File: src/rtl/ps2_move_sequencer.sv
// rtl/ps2_move_sequencer.sv - PS/2 arrow-key decoder and tick-driven sprite position sequencer
//
// Decodes the PS/2 scancode byte stream (E0 extended and F0 break prefixes),
// keeps held flags for the four arrow keys, and on every movement tick steps
// the (pos_x, pos_y) position by STEP pixels per axis within the screen bounds.
//
// Ports:
//   clk         system clock
//   rst_n       asynchronous active-low reset
//   byte_in     received scancode byte
//   byte_valid  one-cycle strobe, byte_in valid this cycle
//   pos_x       sprite x position (0..X_MAX)
//   pos_y       sprite y position (0..Y_MAX)
//   left        left arrow held  (code 6B)
//   right       right arrow held (code 74)
//   up          up arrow held    (code 75)
//   down        down arrow held  (code 72)
//   move_pulse  one-cycle strobe, high in the first cycle showing a new position
//
// Optional feature macro: PS2_MOVE_WRAP_EN
//   defined   - position wraps to the opposite bound instead of clamping, and
//               move_pulse fires on every tick with motion requested
//   undefined - position clamps at the bounds, move_pulse only on real change

module ps2_move_sequencer #(
    parameter int X_MAX    = 639,
    parameter int Y_MAX    = 479,
    parameter int X_INIT   = 320,
    parameter int Y_INIT   = 240,
    parameter int STEP     = 4,
    parameter int TICK_DIV = 833333
) (
    input  logic       clk,
    input  logic       rst_n,
    input  logic [7:0] byte_in,
    input  logic       byte_valid,
    output logic [9:0] pos_x,
    output logic [9:0] pos_y,
    output logic       left,
    output logic       right,
    output logic       up,
    output logic       down,
    output logic       move_pulse
);

    localparam int CW = (TICK_DIV > 2) ? $clog2(TICK_DIV) : 1;

    localparam logic [7:0] CODE_EXT   = 8'hE0;
    localparam logic [7:0] CODE_BRK   = 8'hF0;
    localparam logic [7:0] CODE_LEFT  = 8'h6B;
    localparam logic [7:0] CODE_RIGHT = 8'h74;
    localparam logic [7:0] CODE_UP    = 8'h75;
    localparam logic [7:0] CODE_DOWN  = 8'h72;

    localparam logic [10:0] STEP11   = 11'(STEP);
    localparam logic [10:0] X_MAX11  = 11'(X_MAX);
    localparam logic [10:0] Y_MAX11  = 11'(Y_MAX);
    localparam logic [10:0] X_LIM11  = 11'(X_MAX - STEP);
    localparam logic [10:0] Y_LIM11  = 11'(Y_MAX - STEP);
    localparam logic [CW-1:0] CNT_LAST = CW'(TICK_DIV - 1);

    typedef enum logic [1:0] {
        IDLE,
        EXT,
        BRK,
        EXT_BRK
    } state_t;

    state_t state, state_nxt;
    logic   make_ev, break_ev;

    logic [CW-1:0] cnt;
    logic          tick;

    logic [10:0] x11, y11, x_sum, y_sum;
    logic [9:0]  x_nxt, y_nxt;
    logic        x_req, y_req, moved;

    // ---------------- prefix FSM ----------------
    always_ff @(posedge clk or negedge rst_n) begin
        if (!rst_n) begin
            state <= IDLE;
        end else begin
            state <= state_nxt;
        end
    end

    always_comb begin
        state_nxt = state;
        make_ev   = 1'b0;
        break_ev  = 1'b0;
        if (byte_valid) begin
            case (state)
                IDLE: begin
                    if (byte_in == CODE_EXT) begin
                        state_nxt = EXT;
                    end else if (byte_in == CODE_BRK) begin
                        state_nxt = BRK;
                    end else begin
                        make_ev = 1'b1;
                    end
                end
                EXT: begin
                    if (byte_in == CODE_BRK) begin
                        state_nxt = EXT_BRK;
                    end else if (byte_in == CODE_EXT) begin
                        state_nxt = EXT;
                    end else begin
                        make_ev   = 1'b1;
                        state_nxt = IDLE;
                    end
                end
                BRK: begin
                    // A stray prefix after F0 just abandons the break; being
                    // non-arrow codes, decoding them as a break changes nothing.
                    break_ev  = 1'b1;
                    state_nxt = IDLE;
                end
                EXT_BRK: begin
                    break_ev  = 1'b1;
                    state_nxt = IDLE;
                end
                default: state_nxt = IDLE;
            endcase
        end
    end

    // ---------------- held-key flags ----------------
    always_ff @(posedge clk or negedge rst_n) begin
        if (!rst_n) begin
            left  <= 1'b0;
            right <= 1'b0;
            up    <= 1'b0;
            down  <= 1'b0;
        end else if (make_ev || break_ev) begin
            case (byte_in)
                CODE_LEFT:  left  <= make_ev;
                CODE_RIGHT: right <= make_ev;
                CODE_UP:    up    <= make_ev;
                CODE_DOWN:  down  <= make_ev;
                default: ;
            endcase
        end
    end

    // ---------------- movement tick ----------------
    assign tick = (cnt == CNT_LAST);

    always_ff @(posedge clk or negedge rst_n) begin
        if (!rst_n) begin
            cnt <= '0;
        end else if (tick) begin
            cnt <= '0;
        end else begin
            cnt <= cnt + 1'b1;
        end
    end

    // ---------------- next position ----------------
    // Bounds are compared in 11 bits before truncating so that x+STEP near
    // X_MAX and x<STEP near zero never alias inside the 10-bit range.
    assign x11   = {1'b0, pos_x};
    assign y11   = {1'b0, pos_y};
    assign x_sum = x11 + STEP11;
    assign y_sum = y11 + STEP11;
    assign x_req = left ^ right;
    assign y_req = up ^ down;

    always_comb begin
        x_nxt = pos_x;
        if (left && !right) begin
            if (x11 < STEP11) begin
`ifdef PS2_MOVE_WRAP_EN
                x_nxt = X_MAX11[9:0];
`else
                x_nxt = 10'd0;
`endif
            end else begin
                x_nxt = pos_x - STEP11[9:0];
            end
        end else if (right && !left) begin
            if (x11 > X_LIM11) begin
`ifdef PS2_MOVE_WRAP_EN
                x_nxt = 10'd0;
`else
                x_nxt = X_MAX11[9:0];
`endif
            end else begin
                x_nxt = x_sum[9:0];
            end
        end
    end

    always_comb begin
        y_nxt = pos_y;
        if (up && !down) begin
            if (y11 < STEP11) begin
`ifdef PS2_MOVE_WRAP_EN
                y_nxt = Y_MAX11[9:0];
`else
                y_nxt = 10'd0;
`endif
            end else begin
                y_nxt = pos_y - STEP11[9:0];
            end
        end else if (down && !up) begin
            if (y11 > Y_LIM11) begin
`ifdef PS2_MOVE_WRAP_EN
                y_nxt = 10'd0;
`else
                y_nxt = Y_MAX11[9:0];
`endif
            end else begin
                y_nxt = y_sum[9:0];
            end
        end
    end

`ifdef PS2_MOVE_WRAP_EN
    assign moved = x_req | y_req;
`else
    assign moved = (x_nxt != pos_x) | (y_nxt != pos_y);
`endif

    // Position uses the flags as registered before this cycle, so a byte
    // arriving on a tick cycle only affects the following tick.
    always_ff @(posedge clk or negedge rst_n) begin
        if (!rst_n) begin
            pos_x      <= 10'(X_INIT);
            pos_y      <= 10'(Y_INIT);
            move_pulse <= 1'b0;
        end else begin
            move_pulse <= tick & moved;
            if (tick) begin
                pos_x <= x_nxt;
                pos_y <= y_nxt;
            end
        end
    end

endmodule

File: config.mk
export PLATFORM = sky130hd
export DESIGN_NAME = ps2_move_sequencer
export DESIGN_NICKNAME = d
export VERILOG_FILES = /design/src/rtl/ps2_move_sequencer.sv
export SDC_FILE = /design/constraint.sdc
export NUM_CORES = 1
export LEC_CHECK = 0
export BUFFER_PORTS_ARGS = -buffer_cell sky130_fd_sc_hd__buf_2
export CORE_AREA = 3 3 78 80
export CTS_CLUSTER_SIZE = 28
export DETAILED_ROUTE_END_ITERATION = 8
export DIE_AREA = 0 0 81 83
export PLACE_DENSITY = 0.77
export SYNTH_ARGS = -nofsm -noshare
export SYNTH_HDL_FRONTEND = slang
export SYNTH_SLANG_ARGS = --single-unit
File: constraint.sdc
create_clock -name clk -period 2.8 [get_ports clk]
set_input_delay 0.56 -clock clk [delete_from_list [all_inputs] [get_ports clk]]
set_output_delay 0.56 -clock clk [all_outputs]
set_load 0.01 [all_outputs]
==> metrics.txt, run 1 <==
initial antenna violation count 0; DP HPWL 6234 microns; pwr dens 348.1 nW/um^2; Pleak 1.653 nW; CORE AREA 5473 sq um; Die ar. 6723 sq um; fin crit share 0.9361; P&R area growth vs syn 13.29%; Unique masters post-synth 61; final hold vios 0; First DRT Iteration DRCs 508; most frequent cells in the layout 40 x dfrtp_1, 39 x o21ai_0, 38 x nor2_1; Initial Utilization 0.5885; Max-Cap Viols 0; clk buf depth 2; WS Path Type register to register; Critical Path RT 2.98 ns; total clock buffers created by CTS 5; placement row count 27; status complete, no violations; Crit Path Max Fanout 27; Synth Register Bits 46; DR WL/cell 16.67 microns; ys flop type dfrtp_1; Post-Place Cells 502; Worst-path clk slew 0.09 ns; Final Instance Count excl. Fillers 510; Mapped Cells 400; final setup margin 0.1788 ns; ant diodes 0; drc violations 0; Avg Inst Size Synth 8.051 sq um; crit path time final 2.621 ns; # setup viols final 0; routability cong. 0.9593; RSZ-0062 raised after global routing no; Worst setup EP type register; Seq/Total Area, Yosys 0.3598; GR Overflow Total 0; Worst VDD drop 281.0 uV; fraction of layout cells with a size suffix above 1 0.1849; Die W 81 microns; via count 3313; pre-CTS worst setup slack 0.1990 ns; all-layer global routing usage 0.2612; Synth Warn # 0; 1st-pass router iterations 6; EDFF count, synth 0; Worst-Margin Slew 0.4936 ns; Slew Viols, Final 0; Worst slew margin 0.6663; clk root buf clkbuf_8; Max Clock Freq 381.5 MHz; die height 83 microns; Multi-input gate area 1908 sq um; Worst Hold Class primary input to asynchronous set/reset pin; Post-DRT Antenna Nets 0; Port Buf Inserts 35; Setup Fix Bufs, Post-CTS 0; Mapped Nets 419; CTS tree done; first-pass GRT wire length 14280 microns; asr flop ratio synth 1.000; largest net degree at the start of global routing 38; clock skew 0.007291 ns; # fillers 472; worst path arrival time 2.80 ns; worst skew pair latency 0.30 ns; Setup TNS 0 ns; Hold Buf Count CTS 0; WL final 8501 microns; type of origin of the critical path register; area occupied by registers 1159 sq um; most common cell after layout, fill and taps aside dfrtp_1; num ports 36; mapped cell area 3221 sq um; nets 456; Sink Count 46; CTS H-tree depth 2; vias per cell 6.496; vias in the first global route 3047
## where the power goes
part           switching, W  leakage (nW)  internal [W]
sequential       0.00000860         0.600      0.000668
combinational     0.0000620          1.00     0.0000362
clock              0.000229        0.0514      0.000267
total              0.000300          1.65      0.000970
## registers in the layout, summed over array words and instances, names as in the netlist
name / count
left: 1
move_pulse: 1
down: 1
pos_y: 10
pos_x: 10
state: 1
up: 1
cnt: 20
right: 1
## worst max-delay path, cell delays in order, from the launching register on
cell	delay (ns)
dfrtp_1	0.45
or4b_1	0.51
or3_1	0.35
or4_4	0.70
o311ai_2	0.31
o21a_1	0.15
a21oi_1	0.04
## routing by layer
metal | vias up | global-route usage | share of wire | routed length [microns]
met1 | 1544 | 0.3560 | 0.40 | 3413
met3 | 35 | 0.05098 | 0.10 | 858
met5 | - | 0 | 0 | 0
met4 | 0 | 0.07220 | 0.026 | 219
li1 | 1530 | - | - | -
met2 | 204 | 0.4190 | 0.47 | 4009
## path summary, 6_finish.rpt
check / cells past startpoint / end / start / slack, ns
worst max register to register: 6 / pos_x[3]$_DFFE_PN0N_ / cnt[11]$_DFF_PN0_ / 0.18
worst max-delay path: 6 / pos_x[3]$_DFFE_PN0N_ / cnt[11]$_DFF_PN0_ / 0.18
max in group asynchronous: 2 / pos_x[8]$_DFFE_PN1N_ / rst_n / 1.92
worst min-delay path: 1 / pos_y[8]$_DFFE_PN0N_ / rst_n / 0.12
worst min register to register: 1 / cnt[0]$_DFF_PN0_ / cnt[0]$_DFF_PN0_ / 0.49
min in group clk: 2 / state[1]$_DFFE_PN0P_ / byte_valid / 0.49
## through the flow
stage	utilization	total power (W)	instance area, sq um	hold WS (ns)
after floorplan	-	0.0007378	3221	0.2644
after global placement	0.6452	0.0007854	3531	0.4450
after detailed placement	0.6452	0.0007868	3531	0.4458
after CTS	0.6653	0.001280	3641	0.1197
after global routing	0.6667	0.001326	3649	0.1173
final	0.6667	0.001270	3649	0.1155
## synthesized netlist by cell type (4+ instances only)
library cell	number	area, sq um
a21oi_1	25	125.1
o22ai_1	4	25.02
a211oi_1	4	30.03
a31oi_1	10	62.56
nand2b_1	6	37.54
xor2_1	12	105.1
nand4_1	11	68.82
and3_1	7	43.79
nand3_1	20	100.1
dfstp_2	6	157.7
ha_1	8	100.1
xnor2_1	9	78.83
o21ai_0	39	195.2
or3_1	6	37.54
nand2_1	37	138.9
clkbuf_1	20	75.07
dfrtp_1	40	1001
nor3_1	11	55.05
inv_1	15	56.30
nor4_1	4	25.02
o31ai_1	4	30.03
nor2b_1	7	43.79
nor2_1	38	142.6
## area by class of cell
cell class                 count  share of cell area
clock buffer                   6             0.01989
clock inverter                 2             0.01029
inverter                      15             0.01543
multi-input combinational    314              0.5230
sequential                    46              0.3176
tap                           72             0.02469
timing repair buffer          55             0.08916
## cell families after synthesis
| kind of cell | share of synthesized area |
|---|---|
| AOI/OAI and AO/OA | 0.2238 |
| adders and majority gates | 0.03108 |
| buffers and inverters | 0.05206 |
| muxes | 0.01010 |
| DFF | 0.3598 |
| xor gates and xnor gates | 0.05711 |
| and+or+nand+nor | 0.2661 |
## what timing repair did
action | 4_1_cts | 5_1_grt
endpoints found under the setup margin | 0 | 1
hold endpoints to repair | 0 | 0
resized for setup | 0 | 2
No activity file was read; power rests on OpenSTA's default activity.
==> inputs of run 2 (changes only) <==
Settings changed: CORE_AREA 3 3 78 80 to 3 3 80 82, DIE_AREA 0 0 81 83 to 0 0 83 85, PLACE_DENSITY 0.77 to 0.74.
Clock period 2.8 ns to 2.9 ns, I/O delays scaled along.
==> run 2 against run 1 <==
Effect of this change:
- sequential cell count stayed put
- highest routed layer unchanged
- clock skew is 0.0019 ns higher
- critical path type unchanged
- register-to-register slack better by 0.04 ns
- setup slack better by 0.041 ns
- sequential power is 3.4% lower
- hold slack better by 0.32 ns
==> metrics.txt, run 2 (synthesis results as in run 1) <==
status complete, no violations (unchanged); via count 3203 (was 3313); Post-Place Cells 500 (was 502); DR WL/cell 16.96 microns (was 16.67 microns); vias per cell 6.305 (was 6.496); Max-Cap Viols 0 (unchanged); total clock buffers created by CTS 5 (unchanged); fin crit share 0.9240 (was 0.9361); CTS tree done (unchanged); 1st-pass router iterations 5 (was 6); Die ar. 7055 sq um (was 6723 sq um); most common cell after layout, fill and taps aside dfrtp_1 (unchanged); Largest Register cnt (unchanged); WL final 8614 microns (was 8501 microns); Setup Fix Bufs, Post-CTS 0 (unchanged); clock skew 0.009225 ns (was 0.007291 ns); P&R area growth vs syn 11.42% (was 13.29%); Hold Buf Count CTS 0 (unchanged); post-cts resize count 0 (unchanged); placement row count 28 (was 27); Sink Count 46 (unchanged); crit path time final 2.680 ns (was 2.621 ns); Initial Utilization 0.5538 (was 0.5885); WS Path Type register to register (unchanged); Pleak 1.621 nW (was 1.653 nW); ant diodes 0 (unchanged); worst path arrival time 2.84 ns (was 2.80 ns); CORE AREA 5816 sq um (was 5473 sq um); num ports 36 (unchanged); first-pass GRT wire length 14400 microns (was 14280 microns); Worst setup EP type register (unchanged); worst skew pair latency 0.30 ns (about the same); nets 451 (was 456); # setup viols final 0 (unchanged); all-layer global routing usage 0.2454 (was 0.2612); fraction of layout cells with a size suffix above 1 0.1732 (was 0.1849); die height 85 microns (was 83 microns); Post-DRT Antenna Nets 0 (unchanged); Max stage delay on crit path 0.49 ns (was 0.70 ns); drc violations 0 (unchanged); Worst Hold Slack 0.4338 ns (was 0.1155 ns); Port Buf Inserts 35 (unchanged); Worst Hold Class primary input to asynchronous set/reset pin (unchanged); pwr dens 325.5 nW/um^2 (was 348.1 nW/um^2); Largest register FFs 20 (unchanged); clk root buf clkbuf_8 (unchanged); Crit Path Max Fanout 10 (was 27); Largest regs cnt: 20 flops, pos_x: 10 flops, pos_y: 10 flops (unchanged); type of origin of the critical path register (unchanged); final hold vios 0 (unchanged); Worst slew margin 0.3386 (was 0.6663); DP Area 3497 sq um (was 3531 sq um); RSZ-0062 raised after global routing no (unchanged); vias in the first global route 3039 (was 3047); Worst VDD drop 273.6 uV (was 281.0 uV); Final Instance Count excl. Fillers 508 (was 510); Die W 83 microns (was 81 microns); clk buf depth 2 (unchanged); Layout Utilization 0.6170 (was 0.6667); Worst-path clk slew 0.10 ns (was 0.09 ns); DP HPWL 6220 microns (was 6234 microns); routability cong. 1.005 (was 0.9593); most frequent cells in the layout 40 x dfrtp_1, 39 x o21ai_0, 38 x nor2_1 (unchanged); GR Overflow Total 0 (unchanged); Max Clock Freq 373.2 MHz (was 381.5 MHz); CP cell instances inv_1 > ha_1 > nor3b_1 > nand4_1 > or3_1 > a22oi_1 > o221ai_1 > nor4_1 > a41oi_1 (was or4b_1 > or3_1 > or4_4 > o311ai_2 > o21a_1 > a21oi_1); initial antenna violation count 0 (unchanged); Setup TNS 0 ns (unchanged); largest net degree at the start of global routing 47 (was 38); Worst-Margin Slew 0.9921 ns (was 0.4936 ns); CTS H-tree depth 2 (unchanged); Slowest-stage cell, CP dfrtp_1 (was or4_4); Design Area, Final 3588 sq um (was 3649 sq um); First DRT Iteration DRCs 383 (was 508); Slew Viols, Final 0 (unchanged); Critical Path RT 3.06 ns (was 2.98 ns)
run 2: metrics by stage:
stage	setup WS [ns]	total power, W
after floorplan	0.3212	0.0007123
after global placement	0.2993	0.0007605
after detailed placement	0.2850	0.0007594
after CTS	0.2679	0.001175
after global routing	0.02714	0.001214
final	0.2203	0.001168
run 2: power breakdown:
part | total (W) | switching (W) | internal (W)
clock | 0.000421 | 0.000245 | 0.000175
combinational | 0.0000941 | 0.0000600 | 0.0000341
sequential | 0.000653 | 0.00000851 | 0.000645
total | 0.00117 | 0.000314 | 0.000854
run 2: layout make-up:
class | instances | area (sq um)
clock inverters | 3 | 22.52
clock buffers | 5 | 68.82
flip-flops and latches | 46 | 1159
fillers | 533 | 2227
inverters | 15 | 56.30
multi-input cells | 314 | 1901
well taps | 75 | 93.84
repair buffers | 50 | 287.8
run 2: worst max-delay path: cells and delay by family, from the launching register on:
kind            cells  cell delay (ns)
flops               1             0.49
simple gates        4             1.21
fa+ha+maj           1             0.25
compound gates      3             0.48
buf+inv             1             0.12
run 2: final timing paths:
path | startpoint | cells after the start | slack [ns] | endpoint
worst max-delay path | pos_y[2]$_DFFE_PN0N_ | 9 | 0.22 | move_pulse$_DFF_PN0_
worst min-delay path | rst_n | 1 | 0.43 | pos_x[7]$_DFFE_PN0N_
worst max register to register | pos_y[2]$_DFFE_PN0N_ | 9 | 0.22 | move_pulse$_DFF_PN0_
worst min register to register | cnt[0]$_DFF_PN0_ | 1 | 0.49 | cnt[0]$_DFF_PN0_
max in group asynchronous | rst_n | 1 | 1.84 | cnt[16]$_DFF_PN0_
min in group clk | byte_valid | 2 | 0.48 | state[1]$_DFFE_PN0P_
run 2: layer usage:
metal | GRT usage | vias up | part of all wire | wire length [microns]
met5 | 0 | - | 0 | 0
li1 | - | 1522 | - | -
met2 | 0.4103 | 155 | 0.48 | 4134
met3 | 0.03398 | 26 | 0.069 | 598
met1 | 0.3276 | 1500 | 0.43 | 3689
met4 | 0.08618 | 0 | 0.022 | 192
==> inputs of run 3 (changes only) <==
Settings changed: CORE_AREA 3 3 80 82 to 3 3 78 80, DIE_AREA 0 0 83 85 to 0 0 81 83, PLACE_DENSITY 0.74 to 0.77.
==> run 3 against run 2 <==
Effect of this change:
- first-iteration DRC count rose by 6.3%
- power rose by 0.72%
- register-to-register slack got worse by 0.03 ns
- sequential cell count did not move
- clock skew rose by 0.0075 ns
- non-clock buffer count fell by 1
- via count fell by 0.44%
- critical path type unchanged
==> metrics.txt, run 3 (synthesis results as in run 1) <==
status complete, no violations (unchanged); Post-DRT Antenna Nets 0 (unchanged); die height 83 microns (was 85 microns); ant diodes 0 (unchanged); pwr dens 328.5 nW/um^2 (was 325.5 nW/um^2); Die W 81 microns (was 83 microns); Initial Utilization 0.5885 (was 0.5538); M3 GR Usage 0.03905 (was 0.03398); placement row count 27 (was 28); clk buf depth 2 (unchanged); Setup TNS 0 ns (unchanged); CTS H-tree depth 2 (unchanged); Largest regs cnt: 20 flops, pos_x: 10 flops, pos_y: 10 flops (unchanged); Hold Buf Count CTS 0 (unchanged); clock skew 0.01668 ns (was 0.009225 ns); Critical Path RT 3.07 ns (was 3.06 ns); largest net degree at the start of global routing 47 (unchanged); vias in the first global route 3022 (was 3039); # setup viols final 0 (unchanged); DP HPWL 5945 microns (was 6220 microns); Setup Fix Bufs, Post-CTS 0 (unchanged); fin crit share 0.9339 (was 0.9240); M1 GR Usage 0.3517 (was 0.3276); Die ar. 6723 sq um (was 7055 sq um); WL final 8366 microns (was 8614 microns); all-layer global routing usage 0.2571 (was 0.2454); most frequent cells in the layout 40 x dfrtp_1, 39 x o21ai_0, 38 x nor2_1 (unchanged); worst skew pair latency 0.31 ns (was 0.30 ns); CTS tree done (unchanged); crit path time final 2.708 ns (was 2.680 ns); Worst Hold Class primary input to asynchronous set/reset pin (unchanged); final hold vios 0 (unchanged); Worst slew margin 0.3135 (was 0.3386); Crit Path Max Fanout 5 (was 10); total clock buffers created by CTS 5 (unchanged); # fillers 497 (was 533); post-cts resize count 0 (unchanged); drc violations 0 (unchanged); Worst setup EP type register (unchanged); routing usage on met2 0.4025 (was 0.4103); GR peak layer met2 (unchanged); Port Buf Inserts 35 (unchanged); RSZ-0062 raised after global routing no (unchanged); Slew Viols, Final 0 (unchanged); DR WL/cell 16.60 microns (was 16.96 microns); nets 450 (was 451); Max-Cap Viols 0 (unchanged); Pleak 1.612 nW (was 1.621 nW); Worst-Margin Slew 1.030 ns (was 0.9921 ns); most common cell after layout, fill and taps aside dfrtp_1 (unchanged); First DRT Iteration DRCs 407 (was 383); vias per cell 6.327 (was 6.305); type of origin of the critical path register (unchanged); area occupied by registers 1159 sq um (unchanged); Total Power 0.001176 W (was 0.001168 W); fraction of layout cells with a size suffix above 1 0.1713 (was 0.1732); Multi-input gate area 1901 sq um (unchanged); Sink Count 46 (unchanged); Worst VDD drop 290.1 uV (was 273.6 uV); num ports 36 (unchanged); Worst-path clk slew 0.10 ns (about the same); CORE AREA 5473 sq um (was 5816 sq um); P&R area growth vs syn 11.19% (was 11.42%); worst path arrival time 2.88 ns (was 2.84 ns); GR Overflow Total 0 (unchanged); Max Clock Freq 369.2 MHz (was 373.2 MHz); clk root buf clkbuf_8 (unchanged); Largest Register cnt (unchanged); final setup margin 0.1917 ns (was 0.2203 ns); first-pass GRT wire length 13960 microns (was 14400 microns); WS Path Type register to register (unchanged); Worst Hold Slack 0.4384 ns (was 0.4338 ns); 1st-pass router iterations 6 (was 5); Largest register FFs 20 (unchanged); pre-CTS worst setup slack 0.2876 ns (was 0.2850 ns); initial antenna violation count 0 (unchanged); via count 3189 (was 3203); routability cong. 0.9668 (was 1.005)
run 3: cell types whose count changed in the layout (fill, tap and decap cells not counted):
cell / before / now
inv_6: 2 / 0
clkbuf_8: 5 / 6
clkinvlp_4: 0 / 1
buf_4: 15 / 14
run 3: worst max-delay path: stages, from the launching register on:
cell and delay, ns:
dfrtp_1 0.39, inv_1 0.14, ha_1 0.25, nor2b_1 0.34, nand3_1 0.20, o31ai_1 0.25
o311ai_0 0.15, or3_1 0.38, nor4_1 0.30, a41oi_1 0.16
run 3: stage by stage:
step	cell area [sq um]	instances	util
5_1_grt	3581	504	0.6543
6_report	3581	504	0.6543
4_1_cts	3581	504	0.6543
3_3_place_gp	3486	496	0.6369
3_5_place_dp	3486	496	0.6369
2_1_floorplan	3221	400	-
run 3: layout make-up:
cell class / instances / share of cell area
inverters: 15 / 0.01572
well taps: 72 / 0.02516
clock buffers: 6 / 0.02306
repair buffers: 49 / 0.07827
flip-flops and latches: 46 / 0.3236
clock inverters: 2 / 0.003494
multi-input cells: 314 / 0.5307
run 3: path summary, 6_finish.rpt:
check | slack (ns) | depth (start not counted) | from | end
max | 0.19 | 9 | pos_x[3]$_DFFE_PN0N_ | move_pulse$_DFF_PN0_
min | 0.44 | 1 | rst_n | pos_x[5]$_DFFE_PN0N_
max reg2reg | 0.19 | 9 | pos_x[3]$_DFFE_PN0N_ | move_pulse$_DFF_PN0_
min reg2reg | 0.48 | 1 | cnt[0]$_DFF_PN0_ | cnt[0]$_DFF_PN0_
max in group asynchronous | 1.80 | 1 | rst_n | cnt[4]$_DFF_PN0_
min in group clk | 0.48 | 1 | cnt[0]$_DFF_PN0_ | cnt[0]$_DFF_PN0_
run 3: per-layer routing:
metal | share of wire | wire length [microns] | vias to the layer above
li1 | - | - | 1518
met1 | 0.43 | 3564 | 1484
met3 | 0.074 | 623 | 28
met5 | 0 | 0 | -
met4 | 0.027 | 227 | 0
met2 | 0.47 | 3951 | 159
run 3: power breakdown:
group / internal, W / switching (W)
logic: 0.0000327 / 0.0000587
clock network: 0.000192 / 0.000238
registers: 0.000645 / 0.00000980
total: 0.000870 / 0.000307
